`src/rtl/misc_v_pipe_pkg.sv`:
```
// misc_v_pipe_pkg: shared pipeline defaults and control-bundle field offsets
// Control bundle layout (LSB first): RegWrite, ALUSrc, ALUOP[2:0], MemWrite, MemRead, RegStore, spare.
package misc_v_pipe_pkg;
    localparam int DEF_CTRL_W   = 9;
    localparam int DEF_DATA_W   = 16;
    localparam int RW_BIT       = 0;
    localparam int ALUSRC_BIT   = 1;
    localparam int ALUOP_LSB    = 2;
    localparam int ALUOP_W      = 3;
    localparam int MEMW_BIT     = 5;
    localparam int MEMR_BIT     = 6;
    localparam int REGSTORE_BIT = 7;
endpackage

```
`src/rtl/pipe_entry_reg.sv`:
```
// pipe_entry_reg: one {valid, ctrl, data} pipeline entry with load, clear and sync reset
// Ports: CLK, Reset (sync, active-high); load captures ctrl_d/data_d and sets valid;
// clear drops valid (payload kept, clear wins over load); valid/ctrl/data are the held entry.
module pipe_entry_reg
    import misc_v_pipe_pkg::*;
#(
    parameter int CTRL_W = DEF_CTRL_W,
    parameter int DW     = DEF_DATA_W * 3
) (
    input  logic              CLK,
    input  logic              Reset,
    input  logic              load,
    input  logic              clear,
    input  logic [CTRL_W-1:0] ctrl_d,
    input  logic [DW-1:0]     data_d,
    output logic              valid,
    output logic [CTRL_W-1:0] ctrl,
    output logic [DW-1:0]     data
);
    always_ff @(posedge CLK) begin
        if (Reset) begin
            valid <= 1'b0;
            ctrl  <= '0;
            data  <= '0;
        end else if (clear) begin
            valid <= 1'b0;
        end else if (load) begin
            valid <= 1'b1;
            ctrl  <= ctrl_d;
            data  <= data_d;
        end
    end
endmodule

```
`src/rtl/ex_mem_pipe_buf.sv`:
```
// ex_mem_pipe_buf: EX/MEM pipeline register with valid/ready handshake, 2-entry skid, flush and stall counter
// Ports: CLK, Reset (sync, active-high); in_valid/in_ready/in_ctrl/in_data from EX;
// flush empties the buffer; out_valid/out_ready/out_ctrl/out_data toward MEM;
// stall_cnt saturates counting cycles with out_valid & !out_ready.
module ex_mem_pipe_buf
    import misc_v_pipe_pkg::*;
#(
    parameter int DATA_W              = DEF_DATA_W,
    parameter int NDATA               = 3,
    parameter int CTRL_W              = DEF_CTRL_W,
    parameter int ZERO_DATA_ON_BUBBLE = 1,
    parameter int STALL_CNT_W         = 16
) (
    input  logic                    CLK,
    input  logic                    Reset,
    input  logic                    in_valid,
    output logic                    in_ready,
    input  logic [CTRL_W-1:0]       in_ctrl,
    input  logic [DATA_W*NDATA-1:0] in_data,
    input  logic                    flush,
    output logic                    out_valid,
    input  logic                    out_ready,
    output logic [CTRL_W-1:0]       out_ctrl,
    output logic [DATA_W*NDATA-1:0] out_data,
    output logic [STALL_CNT_W-1:0]  stall_cnt
);
    localparam int DW = DATA_W * NDATA;
    logic              main_v, skid_v, accept, drain;
    logic              main_load, main_clear, skid_load, skid_clear, next_full;
    logic [CTRL_W-1:0] main_ctrl, skid_ctrl, main_ctrl_d;
    logic [DW-1:0]     main_data, skid_data, main_data_d;
    always_comb begin
        accept      = in_valid & in_ready;
        drain       = main_v & out_ready;
        // Main refills from skid when one is held, otherwise straight from EX.
        main_ctrl_d = skid_v ? skid_ctrl : in_ctrl;
        main_data_d = skid_v ? skid_data : in_data;
        main_load   = !flush & (main_v ? drain & (skid_v | accept) : accept);
        main_clear  = flush | (drain & !skid_v & !accept);
        skid_load   = !flush & main_v & !skid_v & accept & !drain;
        skid_clear  = flush | (skid_v & drain);
        next_full   = !flush & (skid_v ? !drain : main_v & accept & !drain);
        out_valid   = main_v;
        out_ctrl    = main_v ? main_ctrl : '0;
        out_data    = (ZERO_DATA_ON_BUBBLE != 0 && !main_v) ? '0 : main_data;
    end
    pipe_entry_reg #(.CTRL_W(CTRL_W), .DW(DW)) u_main (
        .CLK(CLK), .Reset(Reset), .load(main_load), .clear(main_clear),
        .ctrl_d(main_ctrl_d), .data_d(main_data_d),
        .valid(main_v), .ctrl(main_ctrl), .data(main_data)
    );
    pipe_entry_reg #(.CTRL_W(CTRL_W), .DW(DW)) u_skid (
        .CLK(CLK), .Reset(Reset), .load(skid_load), .clear(skid_clear),
        .ctrl_d(in_ctrl), .data_d(in_data),
        .valid(skid_v), .ctrl(skid_ctrl), .data(skid_data)
    );
    // in_ready is registered from the next state so out_ready never reaches it combinationally.
    always_ff @(posedge CLK) begin
        if (Reset) begin
            in_ready  <= 1'b0;
            stall_cnt <= '0;
        end else begin
            in_ready <= !next_full;
            if (main_v && !out_ready && stall_cnt != '1)
                stall_cnt <= stall_cnt + STALL_CNT_W'(1);
        end
    end
endmodule

```
`config.mk`:
```
export PLATFORM = sky130hd
export DESIGN_NAME = ex_mem_pipe_buf
export DESIGN_NICKNAME = d
export VERILOG_FILES = /design/src/rtl/misc_v_pipe_pkg.sv /design/src/rtl/pipe_entry_reg.sv /design/src/rtl/ex_mem_pipe_buf.sv
export SDC_FILE = /design/constraint.sdc
export NUM_CORES = 1
export LEC_CHECK = 0
export CORE_ASPECT_RATIO = 1.1
export CORE_MARGIN = 5
export CORE_UTILIZATION = 48
export DETAILED_ROUTE_END_ITERATION = 12
export GPL_ROUTABILITY_DRIVEN = 1
export PLACE_DENSITY = 0.77
export SLEW_MARGIN = 0
export SYNTH_ARGS = -nofsm -noshare
export SYNTH_HDL_FRONTEND = slang
export SYNTH_HIERARCHICAL = 1
export SYNTH_SLANG_ARGS = --single-unit
```
`constraint.sdc`:
```
create_clock -name CLK -period 2.3 [get_ports CLK]
set_clock_uncertainty 0.2 [all_clocks]
set_input_delay 0.345 -clock CLK [delete_from_list [all_inputs] [get_ports CLK]]
set_output_delay 0.345 -clock CLK [all_outputs]
set_load 0.02 [all_outputs]
```
== Word-level counts from Yosys, hierarchy flattened ==
Index checks and enable logic that the tools add are counted.

* Flip-flop bits (word level): 133
* Word-level logic and storage cells: 47
* Output and inout port bits: 75
* Input bits: 62

* Eq/ne operators: 1
* Bitwise operators: 19
* $add $sub $neg: 1
* Reductions and logical operators: 12
* Mux-type cells: 6

{| class="wikitable"
|+ Operators by type and width
! kind !! number
|-
| $mux 48 || 2
|-
| $mux 9 || 2
|-
| $add 16x1->16 const B || 1
|-
| $ne 16x16->1 const B || 1
|-
| $and 1x1->1 || 14
|-
| $logic_not 1->1 || 6
|-
| $reduce_and 2->1 || 2
|-
| $reduce_or 2->1 || 2
|-
| $or 1x1->1 || 3
|-
| $logic_and 1x1->1 || 2
|-
| $mux 1 || 2
|-
| $not 1->1 || 2
|}

== Longest topological paths before layout ==
Gate-level depths: netlist of run 1.

* Depth in word-level cells: 6
* Gate-level depth with buffers: 8
* Depth with buffers taken out: 6

== Hierarchy ==
The synthesis of run 1 kept the hierarchy.

{| class="wikitable"
|+ Modules (own cells, without submodules)
! module !! cells each !! seq. area each (um^2) !! times used !! area each (um^2)
|-
| pipe_entry_reg || 262 || 1,161.1 || 2 || 2,752.6
|-
| ex_mem_pipe_buf || 234 || 340.3 || 1 || 1,981.9
|}

== Least setup slack after synthesis of run 1 ==
OpenSTA, ideal clock, no wires.

* Kind: register to register
* Start point: reg u_main.valid
* End point: reg u_main.ctrl[0]
* Required time: 1.984 ns
* Path slack: 0.058 ns
* Stages on the path, launching flop included: 9
* Buffers on the path: 4
* Clock period less this slack: 2.242 ns
* Library setup time: 0.116 ns
* Arrival: 1.926 ns
* Path through: dfxtp_1 -> buf_4 -> clkbuf_1 -> nand2_1 -> a211oi_1 -> nor2b_4 -> buf_6 -> buf_6 -> o21ai_2

* Elaborated cells between the ends (all ways): 9
* Those cells by class: 1 x mux; 7 x bitwise; 1 x reduce/logical

{| class="wikitable"
|+ RTL lines
! item !! RTL line !! RTL
|-
| start, declared || pipe_entry_reg.sv:16 || <nowiki>output logic valid,</nowiki>
|-
| start signal, assigned || pipe_entry_reg.sv:22 || <nowiki>valid <= 1'b0;</nowiki>
|-
| start signal, assigned || pipe_entry_reg.sv:26 || <nowiki>valid <= 1'b0;</nowiki>
|-
| start signal, assigned || pipe_entry_reg.sv:28 || <nowiki>valid <= 1'b1;</nowiki>
|-
| $and 1x1->1 || ex_mem_pipe_buf.sv:34 || <nowiki>drain = main_v & out_ready;</nowiki>
|-
| $and 1x1->1 || ex_mem_pipe_buf.sv:38 || <nowiki>main_load = !flush & (main_v ? drain & (skid_v | accept) : accept);</nowiki>
|-
| $mux 1 * || ex_mem_pipe_buf.sv:38 ||
|-
| $and 1x1->1 * || ex_mem_pipe_buf.sv:38 ||
|-
| net main_load || ex_mem_pipe_buf.sv:29 || <nowiki>logic main_load, main_clear, skid_load, skid_clear, next_full;</nowiki>
|-
| $reduce_and 2->1 (no source line) * || - ||
|-
| end signal, assigned || pipe_entry_reg.sv:29 || <nowiki>ctrl <= ctrl_d;</nowiki>
|-
| end, declared || pipe_entry_reg.sv:17 || <nowiki>output logic [CTRL_W-1:0] ctrl,</nowiki>
|}

Mark *: on every way through the listed nets, which the timed path passes. The rest lies on a longest branch.
A chain may end at the register's enable or synchronous reset.

== Worst setup path in the final report of run 1 ==
* Start point: reg u_main.valid
* End point: out out_valid

{| class="wikitable"
|+ RTL lines
! item !! RTL line !! RTL
|-
| end, declared || ex_mem_pipe_buf.sv:21 || <nowiki>output logic out_valid,</nowiki>
|}

No word-level cell between the ends.

==> results.ini, run 1 <==
[job]
drv_cap = 0

[grt]
antenna_found_initial = 2
grt_max_degree = 69
grtUsageTotal = 0.214
grt_pass1_wl_mm = 31.6
grt-ovfl-total = 0
grt_pass1_vias = 6192

[yosys]
yosys.area.top_type = dfxtp_1
synth_warnings = 6
syn_area_per_cell_sq_um = 9.88
yosysUniqueCellTypes = 48
syn_nets = 821
synth_top_area_share = 0.356
ys_seq_area_frac = 0.356
synth_seq_cells = 133
synth_area_sq_um = 7490
synth_edf_count = 0
synthArstFlopShare = 0
synth.top_cells.by_area = dfxtp_1 (36%), nand4bb_1 (17%), nand2b_1 (9.7%)
synthCells = 758
ys.flop_type = dfxtp_1

[cells_and_area]
final.fill_count = 1276
finalNetCount = 927
postLayoutCellArea_sq_um = 9490
final-seq-area_sq_um = 2670
multi_input_area_sq_um = 4420
finish.utilization = 0.625
final_common_cell = dfxtp_1
layout-drive-gt1-share = 0.214
fin_cells = 1073
area_growth_pct = 26.7
final_cell_mix = dfxtp_1 (131), nand2b_1 (116), nand4bb_1 (114)

[worst_setup_path]
slowest_delay_ns = 0.63
critPathArrivalTime_ns = 1.67
startpoint_type = register
slowest_stage = clkdlybuf4s50_1
critPathKind = register to output port
path_max_fanout = 28
worstSetupEndpointType = output port
crit_chain = buf_8 -> clkdlybuf4s50_1
required_ns = 1.75

[status]
status = complete, no violations

[power]
powerDensity_nw_per_um2 = 563
vdd_drop_max_mv = 0.503
leakage_nw = 3.51

[sta]
max_slew_margin = 0.714
period_share = 0.964
holdWs_ns = 0.107
finalHoldViolCount = 0
period_minus_slack_ns = 2.22
slew_viol_final = 0
setup_viol = 0
finalWorstSetupSlack_ns = 0.0818
rsz0062_at_grt = false
worst_pin_slew_ns = 0.428
clock.fmax_mhz = 451

[clock_network]
cts_root_buf = clkbuf_16
cts_tree = built
clk_path_buf_depth = 2
clock_sinks = 133
post_cts_buffers = 0
ctsHoldBuffers = 0
clkLatencyLatePin_ns = 0.42
clk_pin_slew_ns = 0.05
cts_max_level = 4
ctsResizeCount = 59
numCtsBuffers = 17

[routing]
ant_nets = 0
drt_pre_antenna_iters = 5
viasPerCell = 5.58
wirelength_mm = 19.1
drc = 0
wire_per_inst_microns = 17.8
vias = 5984
drtIter0Drc = 381

[place]
place_area_sq_um = 9010
dp.cells = 1041
place_hpwl_mm = 12.2
portBuffers = 136
gp_congestion = 0.827
pre_cts_slack_ns = -0.0702

[die]
chipHeight_microns = 141
row_count = 47
core_sq_um = 15200
start_util = 0.493
die_w_microns = 129
dieArea_sq_um = 18200
ios = 137

[min_path]
hold_class = primary input to register

-- sequential cells by signal, summed over array words and instances (netlist names) --
register	flops
u_main/ctrl	9
in_ready	1
u_skid/ctrl	9
u_main/valid	1
u_skid/data	48
u_skid/valid	1
stall_cnt	16
u_main/data	48
-- metrics by stage --
step | TNS, ns | power, mW
after floorplan | 0 | 2.66
after global placement | -0.00114 | 2.85
after detailed placement | -0.191 | 2.86
after CTS | 0 | 5.37
after global routing | 0 | 5.53
final | 0 | 5.34
-- critical path: cells and delay by family (launching register included) --
| family | cells | cell delay (ns) |
|---|---|---|
| flops | 1 | 0.42 |
| buf+inv | 2 | 0.83 |
-- Yosys cell counts, types with 8 or more instances --
master and n:
xnor2_1 8, o21ai_1 54, nand4bb_1 114, buf_2 22
o21ai_2 60, and2_1 57, nand2_1 10, buf_6 10
clkbuf_1 36, nand2b_1 116, nor2_1 20, mux2_2 57
dfxtp_1 133
-- worst paths after layout --
check,start,end,slack [ns],cells after the start
min reg2reg,u_main/data[8]$_SDFFE_PP0P_,u_main/data[8]$_SDFFE_PP0P_,0.26,2
max reg2reg,u_main/valid$_SDFFE_PP0P_,stall_cnt[4]$_SDFFE_PP0P_,0.24,6
min,Reset,stall_cnt[6]$_SDFFE_PP0P_,0.11,2
max,u_main/valid$_SDFFE_PP0P_,out_valid,0.08,2
-- power breakdown --
part / internal, mW / switching [mW] / leakage, nW
clock network: 1.55 / 0.971 / 0.267
registers: 2.33 / 0.0140 / 1.07
logic: 0.273 / 0.197 / 2.17
total: 4.16 / 1.18 / 3.51
-- layout make-up --
| type | count | share of cell area |
|---|---|---|
| well taps | 196 | 0.0259 |
| multi-input cells | 547 | 0.466 |
| clock inverters | 5 | 0.00528 |
| diodes | 2 | 0.000528 |
| repair buffers | 163 | 0.170 |
| clock buffers | 25 | 0.0512 |
| inverters | 2 | 0.000791 |
| flip-flops and latches | 133 | 0.281 |
-- cell families after synthesis --
family                     after synthesis  synth area share
and+or+nand+nor                        346             0.360
DFF                                    133             0.356
muxes                                   61            0.0917
xor gates and xnor gates                 8           0.00936
adders and majority gates                1           0.00167
buffers and inverters                   78            0.0570
AOI/OAI and AO/OA                      131             0.125
-- per-layer routing --
metal / track usage / wire length [microns] / vias up
li1: - / - / 2926
met1: 0.276 / 8460 / 2869
met2: 0.347 / 9410 / 151
met3: 0.0443 / 815 / 38
met4: 0.0862 / 448 / 0
met5: 0 / 0 / -
(Power assumes the default switching activity.)
==> inputs of run 2 (changes only) <==
Settings changed: SLEW_MARGIN 0 to unset.
==> results of run 2 <==
The final DEF is identical to that of run 1; final timing and power are the same.
